`config.mk`:
```
export PLATFORM = sky130hd
export DESIGN_NAME = wb_stage
export DESIGN_NICKNAME = d
export VERILOG_FILES = /design/src/rtl/wb_stage.sv
export SDC_FILE = /design/constraint.sdc
export NUM_CORES = 1
export LEC_CHECK = 0
export CAP_MARGIN = 40
export CORE_ASPECT_RATIO = 2
export CORE_UTILIZATION = 30
export DETAILED_ROUTE_END_ITERATION = 10
export GPL_TIMING_DRIVEN = 0
export PLACE_DENSITY = 0.64
export SLEW_MARGIN = 10
export SYNTH_ARGS = -nofsm -noshare
export SYNTH_HDL_FRONTEND = slang
export SYNTH_SLANG_ARGS = --single-unit
```
`constraint.sdc`:
```
create_clock -name clk -period 3.3 [get_ports clk]
set_input_delay 0.66 -clock clk [delete_from_list [all_inputs] [get_ports clk]]
set_output_delay 0.66 -clock clk [all_outputs]
set_load 0.01 [all_outputs]
```
`src/rtl/wb_stage.sv`:
```
// rtl/wb_stage.sv - RV32I writeback stage: load extraction and registered register-file write
// Optional misaligned-load trap enabled by defining WB_MISALIGN_TRAP_EN.
module wb_stage #(
  parameter int XLEN   = 32,
  parameter int REG_AW = 5
) (
  input  logic              clk,
  input  logic              rst_n,
  input  logic              ex_valid,
  output logic              ex_ready,
  input  logic [REG_AW-1:0] ex_rd,
  input  logic              ex_wb_en,
  input  logic              ex_is_load,
  input  logic [2:0]        ex_funct3,
  input  logic [XLEN-1:0]   ex_result,
  input  logic              mem_rvalid,
  input  logic [XLEN-1:0]   mem_rdata,
  output logic              rf_we,
  output logic [REG_AW-1:0] rf_waddr,
  output logic [XLEN-1:0]   rf_wdata,
  output logic              trap_valid,
  output logic [XLEN-1:0]   trap_addr
);

  typedef enum logic {IDLE, WAIT_MEM} state_t;

  state_t            state;
  logic [REG_AW-1:0] ld_rd;
  logic              ld_wb_en;
  logic [2:0]        ld_funct3;
  logic [1:0]        ld_addr;
  logic              accept;
  logic              load_ok;
  logic              misaligned;

  assign ex_ready = rst_n && (state == IDLE);
  assign accept   = ex_valid && ex_ready;

  // Reserved encodings 011/110/111 are swallowed without touching memory.
  assign load_ok = (ex_funct3 == 3'b000) || (ex_funct3 == 3'b001) || (ex_funct3 == 3'b010) ||
                   (ex_funct3 == 3'b100) || (ex_funct3 == 3'b101);

`ifdef WB_MISALIGN_TRAP_EN
  assign misaligned = ((ex_funct3[1:0] == 2'b01) && ex_result[0]) ||
                      ((ex_funct3 == 3'b010) && (ex_result[1:0] != 2'b00));
`else
  assign misaligned = 1'b0;
`endif

  function automatic logic [XLEN-1:0] extract(input logic [2:0] f3, input logic [1:0] a,
                                               input logic [XLEN-1:0] word);
    logic [7:0]  b;
    logic [15:0] h;
    b = word[{a, 3'b000} +: 8];
    h = a[1] ? word[16 +: 16] : word[0 +: 16];
    case (f3)
      3'b000:  extract = {{(XLEN-8){b[7]}}, b};
      3'b100:  extract = {{(XLEN-8){1'b0}}, b};
      3'b001:  extract = {{(XLEN-16){h[15]}}, h};
      3'b101:  extract = {{(XLEN-16){1'b0}}, h};
      default: extract = word;
    endcase
  endfunction

`ifdef WB_MISALIGN_TRAP_EN
  logic            trap_valid_q;
  logic [XLEN-1:0] trap_addr_q;
  assign trap_valid = trap_valid_q;
  assign trap_addr  = trap_addr_q;
`else
  assign trap_valid = 1'b0;
  assign trap_addr  = '0;
`endif

  always_ff @(posedge clk) begin
    if (!rst_n) begin
      state     <= IDLE;
      rf_we     <= 1'b0;
      rf_waddr  <= '0;
      rf_wdata  <= '0;
      ld_rd     <= '0;
      ld_wb_en  <= 1'b0;
      ld_funct3 <= 3'b000;
      ld_addr   <= 2'b00;
`ifdef WB_MISALIGN_TRAP_EN
      trap_valid_q <= 1'b0;
      trap_addr_q  <= '0;
`endif
    end else begin
      rf_we <= 1'b0;
`ifdef WB_MISALIGN_TRAP_EN
      trap_valid_q <= 1'b0;
`endif
      case (state)
        IDLE: begin
          if (accept) begin
            if (!ex_is_load) begin
              if (ex_wb_en && (ex_rd != '0)) begin
                rf_we    <= 1'b1;
                rf_waddr <= ex_rd;
                rf_wdata <= ex_result;
              end
            end else if (load_ok && !misaligned) begin
              ld_rd     <= ex_rd;
              ld_wb_en  <= ex_wb_en;
              ld_funct3 <= ex_funct3;
              ld_addr   <= ex_result[1:0];
              state     <= WAIT_MEM;
            end
`ifdef WB_MISALIGN_TRAP_EN
            else if (load_ok && misaligned) begin
              trap_valid_q <= 1'b1;
              trap_addr_q  <= ex_result;
            end
`endif
          end
        end
        WAIT_MEM: begin
          if (mem_rvalid) begin
            if (ld_wb_en && (ld_rd != '0)) begin
              rf_we    <= 1'b1;
              rf_waddr <= ld_rd;
              rf_wdata <= extract(ld_funct3, ld_addr, mem_rdata);
            end
            state <= IDLE;
          end
        end
        default: state <= IDLE;
      endcase
    end
  end

endmodule

```
==> results, run 1 <==
- The top-level port count is 150.
- In the routed design, unresolved DRC markers number 0.
- The unique cell type count in the Yosys netlist is 43.
- The filler cell count in the final layout is 1019.
- The final worst-path setup slack is 199 ps.
- The first-iteration detailed-routing DRC count is 206.
- The share of the synthesized area in the top cell type is 32.3%.
- In the layout the commonest cells are sky130_fd_sc_hd__clkdlybuf4s50_1 (115), sky130_fd_sc_hd__dfxtp_1 (50), sky130_fd_sc_hd__buf_4 (36), sky130_fd_sc_hd__nand3_1 (36), sky130_fd_sc_hd__conb_1 (33).
- The remaining global-route overflow is 0.
- The peak supply drop is 252 µV.
- The effective utilization at floorplan is 30.7%.
- The flow ran to the end, and the final reports show no timing, DRC or antenna violations.
- The total clock sinks is 50.
- The deepest level of the CTS H-tree is 2.
- In this run the worst path has a maximum fanout of 10.
- The total inserted antenna cells is 0.
- Counting I/O delays and the setup requirement, the final critical path takes 3100 ps.
- The netlist area before placement is 0.00310 mm².
- The final cycle utilization of the critical path is 94.0%.
- The number of global-route vias before repair came to 3346.
- Headroom to the max-slew limit came out at 57.4%.
- The number of standard cells after synthesis is 371.
- The number of antenna violations at the first check in global routing is 0.
- The commonest non-fill, non-tap cell in the layout is sky130_fd_sc_hd__clkdlybuf4s50_1.
- The type of element launching the critical path is a flip-flop.
- The final hold slack is 492 ps.
- The area overhead of the layout relative to synthesis is 51.9%.
- Wires add up to 11200 µm.
- The critical path in this run is classified as flip-flop to output port.
- In this run, post-CTS hold repair placed 0 buffers.
- The max-slew violation total from the final report was 0.
- Dividing the detail-routed via count by the number of cells gives 5.12.
- The ratio of cells with drive above 1 in the final layout is 11.8%.
- Once the clock tree was built, the resizer swapped 0 gates to a different size.
- Dividing the synthesized area by the synthesized cell count gives 8.35 µm².
- Setup repair after global routing left no endpoint under its margin.
- The count of nets left with antenna violations once routing finished came out at 0.
- Setup violations remaining at the end of the flow were counted as 0.
- The total global routing track utilization is 21.2%.
- The arrival time of data at the critical path endpoint is 2440 ps.
- The CTS tree is built.
- The core region is 0.0101 mm².
- The number of buffers created by CTS is 5.
- The overall via count from detail_route is 3381.
- The count of maximum capacitance violations is 0.
- The maximum count of clock buffers along a single path is 2.
- The highest cell delay on the worst timing path is 510 ps.
- The largest net degree at the start of global routing is 15.
- The element type at the critical path end is an output port.
- The net count of the finished layout is 603.
- For this run, the top clock speed supported by timing is 322 MHz.
- The first global-routing pass estimated 17300 µm of wire.
- The detailed-router iteration count before antenna repair is 4.
- The number of rows created at floorplan is 52.
- The die covers 0.0108 mm².
- The clock root buffer master is sky130_fd_sc_hd__clkbuf_16.
- The post-CTS setup repair buffer count is 0.
- The worst slack after detailed placement is 415 ps.
- Port buffering added 115 buffers.
- The leading register cell type out of synthesis is sky130_fd_sc_hd__dfxtp_1.
- At the end of the flow the core is filled with cells to 46.7%.
- The congestion estimate from routability-driven global placement came to 0.884.
- The clock reaches the later pin of the worst-skew pair after 290 ps.
- The leakage power is 1.83 nW.
- The type of the most critical hold path is flip-flop to flip-flop.
- The cell at the slowest stage of the critical path is sky130_fd_sc_hd__buf_1.
- For this run, asynchronously set or reset flops after synthesis account for 0%.
- Summed over all instances, the cell type with the most area after synthesis is sky130_fd_sc_hd__dfxtp_1.
- The hold violation total from the final report is 0.
- Once detailed placement completed, the half-perimeter wirelength came to 8940 µm.
- The clock transition at the register clock pins on the worst setup and hold paths after CTS is 60 ps.
- The total negative setup slack is 0 ps.
- The vertical die dimension is 146 µm.
- The signal on the critical path passes through buf_2, buf_1, clkbuf_1, nor2b_1, clkdlybuf4s50_1.
- The clock skew is 5.45 ps.
- By area the synthesized netlist is led by sky130_fd_sc_hd__dfxtp_1 (32%), sky130_fd_sc_hd__buf_4 (8.7%), sky130_fd_sc_hd__mux2i_1 (7.1%).
- The cell area power density is 330 mW/mm².
- The Yosys step of the flow raised 0 warnings.
- The routed length per instance is 16.9 µm.
- Counting flops and latches in the post-synthesis netlist gives 50.
- Measured along the x axis, the die boundary spans 73.9 µm.
- The number of synthesized flops with an enable pin is 0.
- Sequential elements use 32.3% of the synthesized area.
- STA puts the critical path data required time at 2640 ps.
- At the pin with the least slew margin, the transition time is 639 ps.
==> cells by family after synthesis <==
group	Yosys count	share of synthesized area [%]
AOI/OAI and AO/OA	116	27.5
and+or+nand+nor	104	17.4
buffers and inverters	76	14.4
DFF	50	32.3
muxes	24	8.20
other	1	0.121
==> synth_stat cells (all sizes together), types with 3 or more instances <==
cell,count
inv,6
o221ai,3
nor2,7
nor3,4
nor2b,14
o21ai,23
o2111ai,25
o211a,6
buf,48
clkbuf,22
nand2b,15
mux2i,22
a21oi,4
nand2,21
a31oi,17
o211ai,19
nand3,36
o22ai,9
dfxtp,50
==> layer usage <==
metal	vias to the layer above	global-route usage, %	share of wire [%]
li1	1634	-	-
met1	1564	22.6	37
met2	149	37.7	53
met3	34	2.63	4.6
met4	0	13.7	5.5
met5	-	0	0
==> per-stage QoR <==
stage / cells / area (µm²) / power, mW
after detailed placement: 653 / 4540 / 0.963
after global routing: 660 / 4710 / 1.61
after global placement: 653 / 4540 / 0.961
final: 660 / 4710 / 1.55
after floorplan: 403 / 3220 / 0.790
after CTS: 660 / 4710 / 1.56
==> state kept, by name, indices dropped and copies added (netlist names) <==
signal     cells
rf_wdata      32
state          1
ld_wb_en       1
rf_waddr       5
ld_funct3      3
ld_rd          5
rf_we          1
ld_addr        2
==> worst paths after layout <==
kind         slack [ps]                      start  cells after the start                         to
max                 200           state$_SDFF_PN0_                      5                   ex_ready
min reg2reg         490  rf_wdata[25]$_SDFFE_PN0P_                      2  rf_wdata[25]$_SDFFE_PN0P_
max reg2reg        1280           state$_SDFF_PN0_                      5  rf_wdata[14]$_SDFFE_PN0P_
min                 490  rf_wdata[25]$_SDFFE_PN0P_                      2  rf_wdata[25]$_SDFFE_PN0P_
==> worst max-delay path: cells and delay by family, from the launching register on <==
kind,cells,cell delay (ps)
AND/OR/NAND/NOR,1,100
flip-flops,1,340
buffers and inverters,4,1710
==> area by class of cell <==
class,count,area [µm²],area share (%)
repair buffers,115,1150,24.4
clock inverters,1,30.0,0.638
multi-input cells,277,1770,37.6
clock buffers,6,139,2.95
inverters,6,22.5,0.478
plain buffers,70,424,9.01
flip-flops and latches,50,1000,21.3
well taps,135,169,3.59
==> power breakdown <==
group	internal, mW	switching (mW)
combinational	0.175	0.147
sequential	0.621	0.0109
clock	0.374	0.226
total	1.17	0.385
Note: power is estimated with default switching activity, not from simulation.
==> run 2: changes to the inputs <==
--- a/config.mk
+++ b/config.mk
@@ -5,12 +5,12 @@
 export SDC_FILE = /design/constraint.sdc
 export NUM_CORES = 1
 export LEC_CHECK = 0
-export CAP_MARGIN = 40
+export CAP_MARGIN = 20
 export CORE_ASPECT_RATIO = 2
 export CORE_UTILIZATION = 30
 export DETAILED_ROUTE_END_ITERATION = 10
 export GPL_TIMING_DRIVEN = 0
-export PLACE_DENSITY = 0.64
+export PLACE_DENSITY = 0.67
 export SLEW_MARGIN = 10
 export SYNTH_ARGS = -nofsm -noshare
 export SYNTH_HDL_FRONTEND = slang
==> constraint.sdc (replaced) <==
create_clock -name clk -period 2.8 [get_ports clk]
set_input_delay 0.56 -clock clk [delete_from_list [all_inputs] [get_ports clk]]
set_output_delay 0.56 -clock clk [all_outputs]
set_load 0.01 [all_outputs]
==> results, run 2 (synthesis gave the netlist of run 1 again) <==
- The number of buffers created by CTS is 5 (unchanged).
- The area of the core came to 0.0101 mm² (unchanged).
- The kind of cell with the highest combined delay along the critical path is buffers and inverters.
- The count of cells resized by post-cts repair is 0 (unchanged).
- The library cell used most frequently in the layout, excluding fill and tap cells, is sky130_fd_sc_hd__clkdlybuf4s50_1.
- The final wirelength is 11600 µm (+4.1%).
- The cell area power density is 392 mW/mm² (+19%).
- The routed length per instance is 17.6 µm (+4.2%).
- The depth of the worst register-to-register path came to 6 (+1).
- The total clock sinks was 50 (unchanged).
- The count of input and output buffers is 115 (unchanged).
- The first-iteration detailed-routing DRC count is 192 (-6.8%).
- The deepest level of the CTS H-tree is 2 (unchanged).
- The count of maximum capacitance violations was 0 (unchanged).
- The number of flip-flops under the largest register name is 32 (unchanged).
- The width of the die was 73.9 µm (unchanged).
- The transition time of the tightest slew-check pin was 644 ps (+4.49 ps).
- The total of endpoints with negative setup slack in the final report is 0 (unchanged).
- The half-perimeter wire length after detailed placement is 9180 µm (+2.7%).
- The largest fanout on the critical path was 19 (+9).
- Timing would allow up to 385 MHz.
- Ranked by flip-flop count, first place goes to rf_wdata.
- The CTS tree is built.
- The detailed-router iteration count before antenna repair is 5 (+1).
- The clock skew is 4.13 ps (-1.32 ps).
- The remaining global-route overflow is 0 (unchanged).
- The remaining design rule violation count came to 0 (unchanged).
- The final antenna-violating net count is 0 (unchanged).
- The critical path class is flip-flop to output port.
- The total inserted antenna cells is 0 (unchanged).
- The weighted congestion at the end of routability-driven global placement came to 0.880 (-0.44%).
- The largest registers in the layout are rf_wdata: 32 flops, ld_rd: 5 flops, rf_waddr: 5 flops.
- Setup repair after global routing left no endpoint under its margin.
- For this design, the slowest cell found on the critical path is sky130_fd_sc_hd__clkdlybuf4s50_1.
- The instance count along the most critical hold path is 2 (unchanged).
- CTS placed an instance of sky130_fd_sc_hd__clkbuf_16 at the clock tree root.
- The reg2reg setup slack was 700 ps (-580 ps).
- The average via count per standard cell came to 5.23 (+2.1%).
- The number of rows created at floorplan came to 52 (unchanged).
- The leakage power is 1.83 nW (about the same).
- After layout, the worst path uses 92.8% of the clock period.
- In this run the critical register-to-register path is launched from state$_SDFF_PN0_.
- The effective utilization at floorplan is 30.7% (unchanged).
- The maximum count of clock buffers along a single path was 2 (unchanged).
- The hold violation total from the final report is 0 (unchanged).
- The worst hold path terminates at rf_wdata[3]$_SDFFE_PN0P_.
- The later-pin clock latency in the skew report was 300 ps (about the same).
- The largest net degree at the start of global routing is 20 (+5).
- The critical path data required time is 2240 ps (-400 ps).
- The number of global-route vias before repair came to 3319 (-0.81%).
- The wire length of the first global-routing pass is 17600 µm (+1.6%).
- The area overhead of the layout relative to synthesis is 51.8% (about the same).
- The number of buffers inserted by hold repair at cts came to 0 (unchanged).
- The arrival time of data at the critical path endpoint came to 2040 ps (-400 ps).
- The type of the most critical hold path is flip-flop to flip-flop.
- The worst hold path begins at rf_wdata[3]$_SDFFE_PN0P_.
- The endpoint identified for the worst register-to-register timing path is rf_wdata[19]$_SDFFE_PN0P_.
- The final hold slack came to 491 ps (-0.834 ps).
- The post-CTS setup repair buffer count came to 0 (unchanged).
- The ratio of cells with drive above 1 in the final layout is 11.8% (+0.023 points).
- The total global routing track utilization is 21.7% (+0.46 points).
- In the layout the commonest cells are sky130_fd_sc_hd__clkdlybuf4s50_1 (115), sky130_fd_sc_hd__dfxtp_1 (50), sky130_fd_sc_hd__buf_4 (36), sky130_fd_sc_hd__nand3_1 (36), sky130_fd_sc_hd__conb_1 (33).
- The overall via count from detail_route is 3448 (+2.0%).
- The flow ran to the end, and the final reports show no timing, DRC or antenna violations.
- The clock transition at the register clock pins on the worst setup and hold paths after CTS was 70 ps (about the same).
- The total negative setup slack was 0 ps (unchanged).
- The highest cell delay on the worst timing path was 500 ps (about the same).
- The element type at the critical path end is an output port.
- The peak supply drop is 350 µV (+39%).
- The type of element launching the critical path is a flip-flop.
- The top-level port count was 150 (unchanged).
- The net count reported at finish is 602 (-0.17%).
- The area enclosed by the die boundary was 0.0108 mm² (unchanged).
- The number of buffers and inverters on the critical path was 3 (-1).
- The worst-case headroom to the max-slew limit is 57.1% (-0.30 points).
- The signal on the critical path passes through buf_2, clkbuf_1, nor2b_1, clkdlybuf4s50_1.
- The number of antenna violations at the first check in global routing is 0 (unchanged).
- The vertical die dimension is 146 µm (unchanged).
- The max-slew violation total from the final report was 0 (unchanged).
- The final critical path time including I/O delays and setup is 2600 ps.
-- run 2: cell count changes in the layout (fill, tap and decap cells not counted), sizes merged --
cell,delta
buf,-1
-- run 2: worst max path at each step --
stage	startpoint	to	depth (start not counted)
after floorplan	ex_rd[1]	rf_wdata[30]$_SDFFE_PN0P_	6
after global placement	ex_rd[1]	rf_wdata[22]$_SDFFE_PN0P_	7
after detailed placement	ex_rd[1]	rf_wdata[12]$_SDFFE_PN0P_	7
after CTS	state$_SDFF_PN0_	ex_ready	4
after global routing	state$_SDFF_PN0_	ex_ready	4
final	state$_SDFF_PN0_	ex_ready	4
-- run 2: stage by stage --
| stage | area (µm²) | utilization (%) | cells | total power, mW | worst slack, ps |
|---|---|---|---|---|---|
| after CTS | 4700 | 46.7 | 659 | 1.85 | 182 |
| after detailed placement | 4540 | 45.0 | 653 | 1.14 | 26.0 |
| after floorplan | 3220 | - | 403 | 0.932 | 835 |
| final | 4700 | 46.7 | 659 | 1.85 | 202 |
| after global routing | 4700 | 46.7 | 659 | 1.91 | 74.9 |
| after global placement | 4540 | 45.0 | 653 | 1.13 | 98.5 |
-- run 2: per-layer routing --
| metal | vias to the layer above | global-route usage, % | part of all wire, % |
|---|---|---|---|
| met2 | 165 | 38.9 | 54 |
| li1 | 1631 | - | - |
| met4 | 0 | 12.2 | 4.7 |
| met1 | 1615 | 22.8 | 35 |
| met5 | - | 0 | 0 |
| met3 | 37 | 3.67 | 6.1 |
-- run 2: area by class of cell --
type / instances / area, µm²
well taps: 135 / 169
repair buffers: 115 / 1150
clock inverters: 1 / 30.0
clock buffers: 6 / 139
multi-input cells: 277 / 1770
inverters: 6 / 22.5
plain buffers: 69 / 420
fillers: 1010 / 5380
flip-flops and latches: 50 / 1000
-- run 2: where the power goes --
group	total (mW)	internal, mW	switching (mW)
combinational	0.383	0.206	0.177
clock	0.718	0.442	0.277
sequential	0.744	0.731	0.0130
total	1.85	1.38	0.467
-- run 2: tightest hold or removal path: stages (launching register included) --
cell,delay (ps)
sky130_fd_sc_hd__dfxtp_1,320
sky130_fd_sc_hd__nand3_1,60
sky130_fd_sc_hd__o21ai_0,60
==> run 3: changes to the inputs <==
--- a/config.mk
+++ b/config.mk
@@ -6,11 +6,12 @@
 export NUM_CORES = 1
 export LEC_CHECK = 0
 export CAP_MARGIN = 20
-export CORE_ASPECT_RATIO = 2
+export CORE_ASPECT_RATIO = 1.1
 export CORE_UTILIZATION = 30
 export DETAILED_ROUTE_END_ITERATION = 10
 export GPL_TIMING_DRIVEN = 0
-export PLACE_DENSITY = 0.67
+export PLACE_DENSITY = 0.64
+export RECOVER_POWER = 25
 export SLEW_MARGIN = 10
 export SYNTH_ARGS = -nofsm -noshare
 export SYNTH_HDL_FRONTEND = slang
==> constraint.sdc (replaced) <==
create_clock -name clk -period 2.4 [get_ports clk]
set_input_delay 0.48 -clock clk [delete_from_list [all_inputs] [get_ports clk]]
set_output_delay 0.48 -clock clk [all_outputs]
set_load 0.01 [all_outputs]
==> results, run 3 (synthesis gave the netlist of run 1 again) <==
- From synthesis to final layout, the design area changed by 48.8%.
- The post-CTS setup repair buffer count is 0 (unchanged).
- The flow ran to the end, and the final reports show no timing, DRC or antenna violations.
- In this run the most critical hold path is launched from rf_wdata[24]$_SDFFE_PN0P_.
- The largest registers in the layout are rf_wdata: 32 flops, ld_rd: 5 flops, rf_waddr: 5 flops.
- The maximum count of clock buffers along a single path was 2 (unchanged).
- The half-perimeter wire length after detailed placement is 8310 µm (-9.5%).
- The final critical path time including I/O delays and setup is 2280 ps.
- The type of the most critical hold path is flip-flop to flip-flop.
- The effective utilization at floorplan is 31.2% (+0.46 points).
- The final antenna-violating net count was 0 (unchanged).
- The wire length of the first global-routing pass was 16400 µm (-6.7%).
- The later-pin clock latency in the skew report is 310 ps (about the same).
- The final design area excluding fillers is 0.00461 mm² (-1.9%).
- The total inserted antenna cells is 0 (unchanged).
- Static timing analysis puts the maximum clock frequency at 439 MHz.
- The number of global-route vias before repair is 3113 (-6.2%).
- The area of the core was 0.00994 mm² (-1.5%).
- The worst slack after detailed placement is -235 ps (-261 ps).
- The top register by number of flip-flops is rf_wdata.
- The number of antenna violations at the first check in global routing is 0 (unchanged).
- The total clock sinks is 50 (unchanged).
- The transition time of the tightest slew-check pin came to 640 ps (-3.47 ps).
- The total of endpoints with negative setup slack in the final report is 0 (unchanged).
- The overall via count from detail_route is 3328 (-3.5%).
- The critical path data required time was 1920 ps (-320 ps).
- The reported net switching power is 0.531 mW (+14%).
- The weighted congestion at the end of routability-driven global placement is 0.814 (-7.5%).
- The count of maximum capacitance violations was 0 (unchanged).
- The arrival time of data at the critical path endpoint came to 1800 ps (-240 ps).
- The cell area after placement is 0.00452 mm² (-0.41%).
- The largest net degree at the start of global routing came to 29 (+45%).
- The total global routing track utilization is 19.5% (-2.2 points).
- The leakage power came to 1.86 nW (+1.8%).
- The clock skew is 8.32 ps (+4.20 ps).
- The total negative setup slack was 0 ps (unchanged).
- In this run the critical register-to-register path is launched from state$_SDFF_PN0_.
- The hold violation total from the final report is 0 (unchanged).
- The deepest level of the CTS H-tree is 2 (unchanged).
- The combinational fraction of design power is 23.5% (+2.7 points).
- The part of the total power dissipated in the clock network is 29.8% (-9.1 points).
- The top cell types in the final layout, fill and taps aside, are sky130_fd_sc_hd__clkdlybuf4s50_1 (94), sky130_fd_sc_hd__dfxtp_1 (50), sky130_fd_sc_hd__buf_4 (36), sky130_fd_sc_hd__nand3_1 (36), sky130_fd_sc_hd__conb_1 (33).
- The depth of the worst register-to-register path is 6 (unchanged).
- The cell-internal power is 1.33 mW (-3.7%).
- The critical path class is primary input to output port.
- The peak supply drop is 223 µV (-36%).
- The clock transition at the register clock pins on the worst setup and hold paths after CTS is 100 ps (+30 ps).
- The final cycle utilization of the critical path is 95.0%.
- The share of total power in sequential cells is 46.7% (+6.4 points).
- The worst-case headroom to the max-slew limit came to 57.3% (+0.23 points).
- Tracing the worst setup path back leads to its startpoint at rst_n.
- The vertical die dimension is 109 µm (-25%).
- The remaining global-route overflow is 0 (unchanged).
- The top-level port count is 150 (unchanged).
- The routed length per instance came to 16.6 µm (-5.8%).
- The area enclosed by the die boundary came to 0.0107 mm² (-0.22%).
- The number of rows created at floorplan came to 38 (-27%).
- The detailed-router iteration count before antenna repair is 5 (unchanged).
- The number of buffers created by CTS came to 5 (unchanged).
- The remaining design rule violation count is 0 (unchanged).
- The max-slew violation total from the final report is 0 (unchanged).
- The commonest non-fill, non-tap cell in the layout is sky130_fd_sc_hd__clkdlybuf4s50_1.
- The final worst-path setup slack is 120 ps (-82.7 ps).
- The filler cell count in the final layout is 983 (-2.7%).
- The width of the die is 98.9 µm (+34%).
- The net switching fraction of the power is 28.6% (+3.3 points).
- The ratio of cells with drive above 1 in the final layout is 12.2% (+0.38 points).
- STA classifies the critical path startpoint as a primary input.
- The count of input and output buffers is 115 (unchanged).
- The number of flip-flops under the largest register name is 32 (unchanged).
- The instance count along the most critical hold path was 2 (unchanged).
- The clock root buffer master is sky130_fd_sc_hd__clkbuf_8.
- The first-iteration detailed-routing DRC count is 162 (-16%).
- The net count reported at finish is 601 (-0.17%).
- The final wirelength is 10700 µm (-8.0%).
- The cell area power density is 403 mW/mm² (+2.7%).
- The worst setup path is captured at an output port.
- The CTS tree is built.
- Setup repair after global routing left no endpoint under its margin.
- The largest fanout on the critical path is 10 (-9).
- The average via count per standard cell was 5.17 (-1.2%).
[run 3: per-stage QoR]
stage | cells | utilization [%] | hold WS (ps) | power [mW]
final | 644 | 46.4 | 489 | 1.86
after global routing | 644 | 46.4 | 515 | 1.93
after CTS | 644 | 46.4 | 498 | 1.86
after global placement | 638 | 45.5 | 476 | 1.32
after floorplan | 403 | - | 495 | 1.09
after detailed placement | 638 | 45.5 | 480 | 1.32
[run 3: final timing paths]
kind | endpoint | slack, ps
setup / recovery | ex_ready | 120
setup reg to reg | rf_wdata[22]$_SDFFE_PN0P_ | 160
hold / removal | rf_wdata[24]$_SDFFE_PN0P_ | 490
hold reg to reg | rf_wdata[24]$_SDFFE_PN0P_ | 490
[run 3: layout make-up]
class,instances,area [µm²],share of cell area (%)
clock inverters,2,16.3,0.353
well taps,120,150,3.25
inverters,6,22.5,0.488
flip-flops and latches,50,1000,21.7
repair buffers,115,1150,25.0
plain buffers,68,418,9.06
multi-input cells,277,1770,38.4
clock buffers,6,82.6,1.79
[run 3: repair_timing]
item,4_1_cts,5_1_grt
setup endpoints to repair,1,1
hold buffers,0,0
resized for setup,0,2
[run 3: power groups by stage]
stage,clock network (mW),registers [mW],logic (mW)
2_1_floorplan,0,0.892,0.195
3_3_place_gp,0,0.887,0.431
3_5_place_dp,0,0.887,0.434
4_1_cts,0.558,0.868,0.436
5_1_grt,0.593,0.871,0.466
6_report,0.554,0.868,0.436
[run 3: layer usage]
layer | vias up | track usage (%) | wire length (µm)
met5 | - | 0 | 0
met4 | 0 | 6.18 | 151
met3 | 17 | 3.88 | 772
met2 | 174 | 34.0 | 5170
met1 | 1508 | 24.1 | 4590
li1 | 1629 | - | -
[run 3: critical path: stages]
cell and delay, ps:
sky130_fd_sc_hd__buf_2 190, sky130_fd_sc_hd__clkbuf_1 380, sky130_fd_sc_hd__nor2b_1 190, sky130_fd_sc_hd__clkdlybuf4s50_1 550
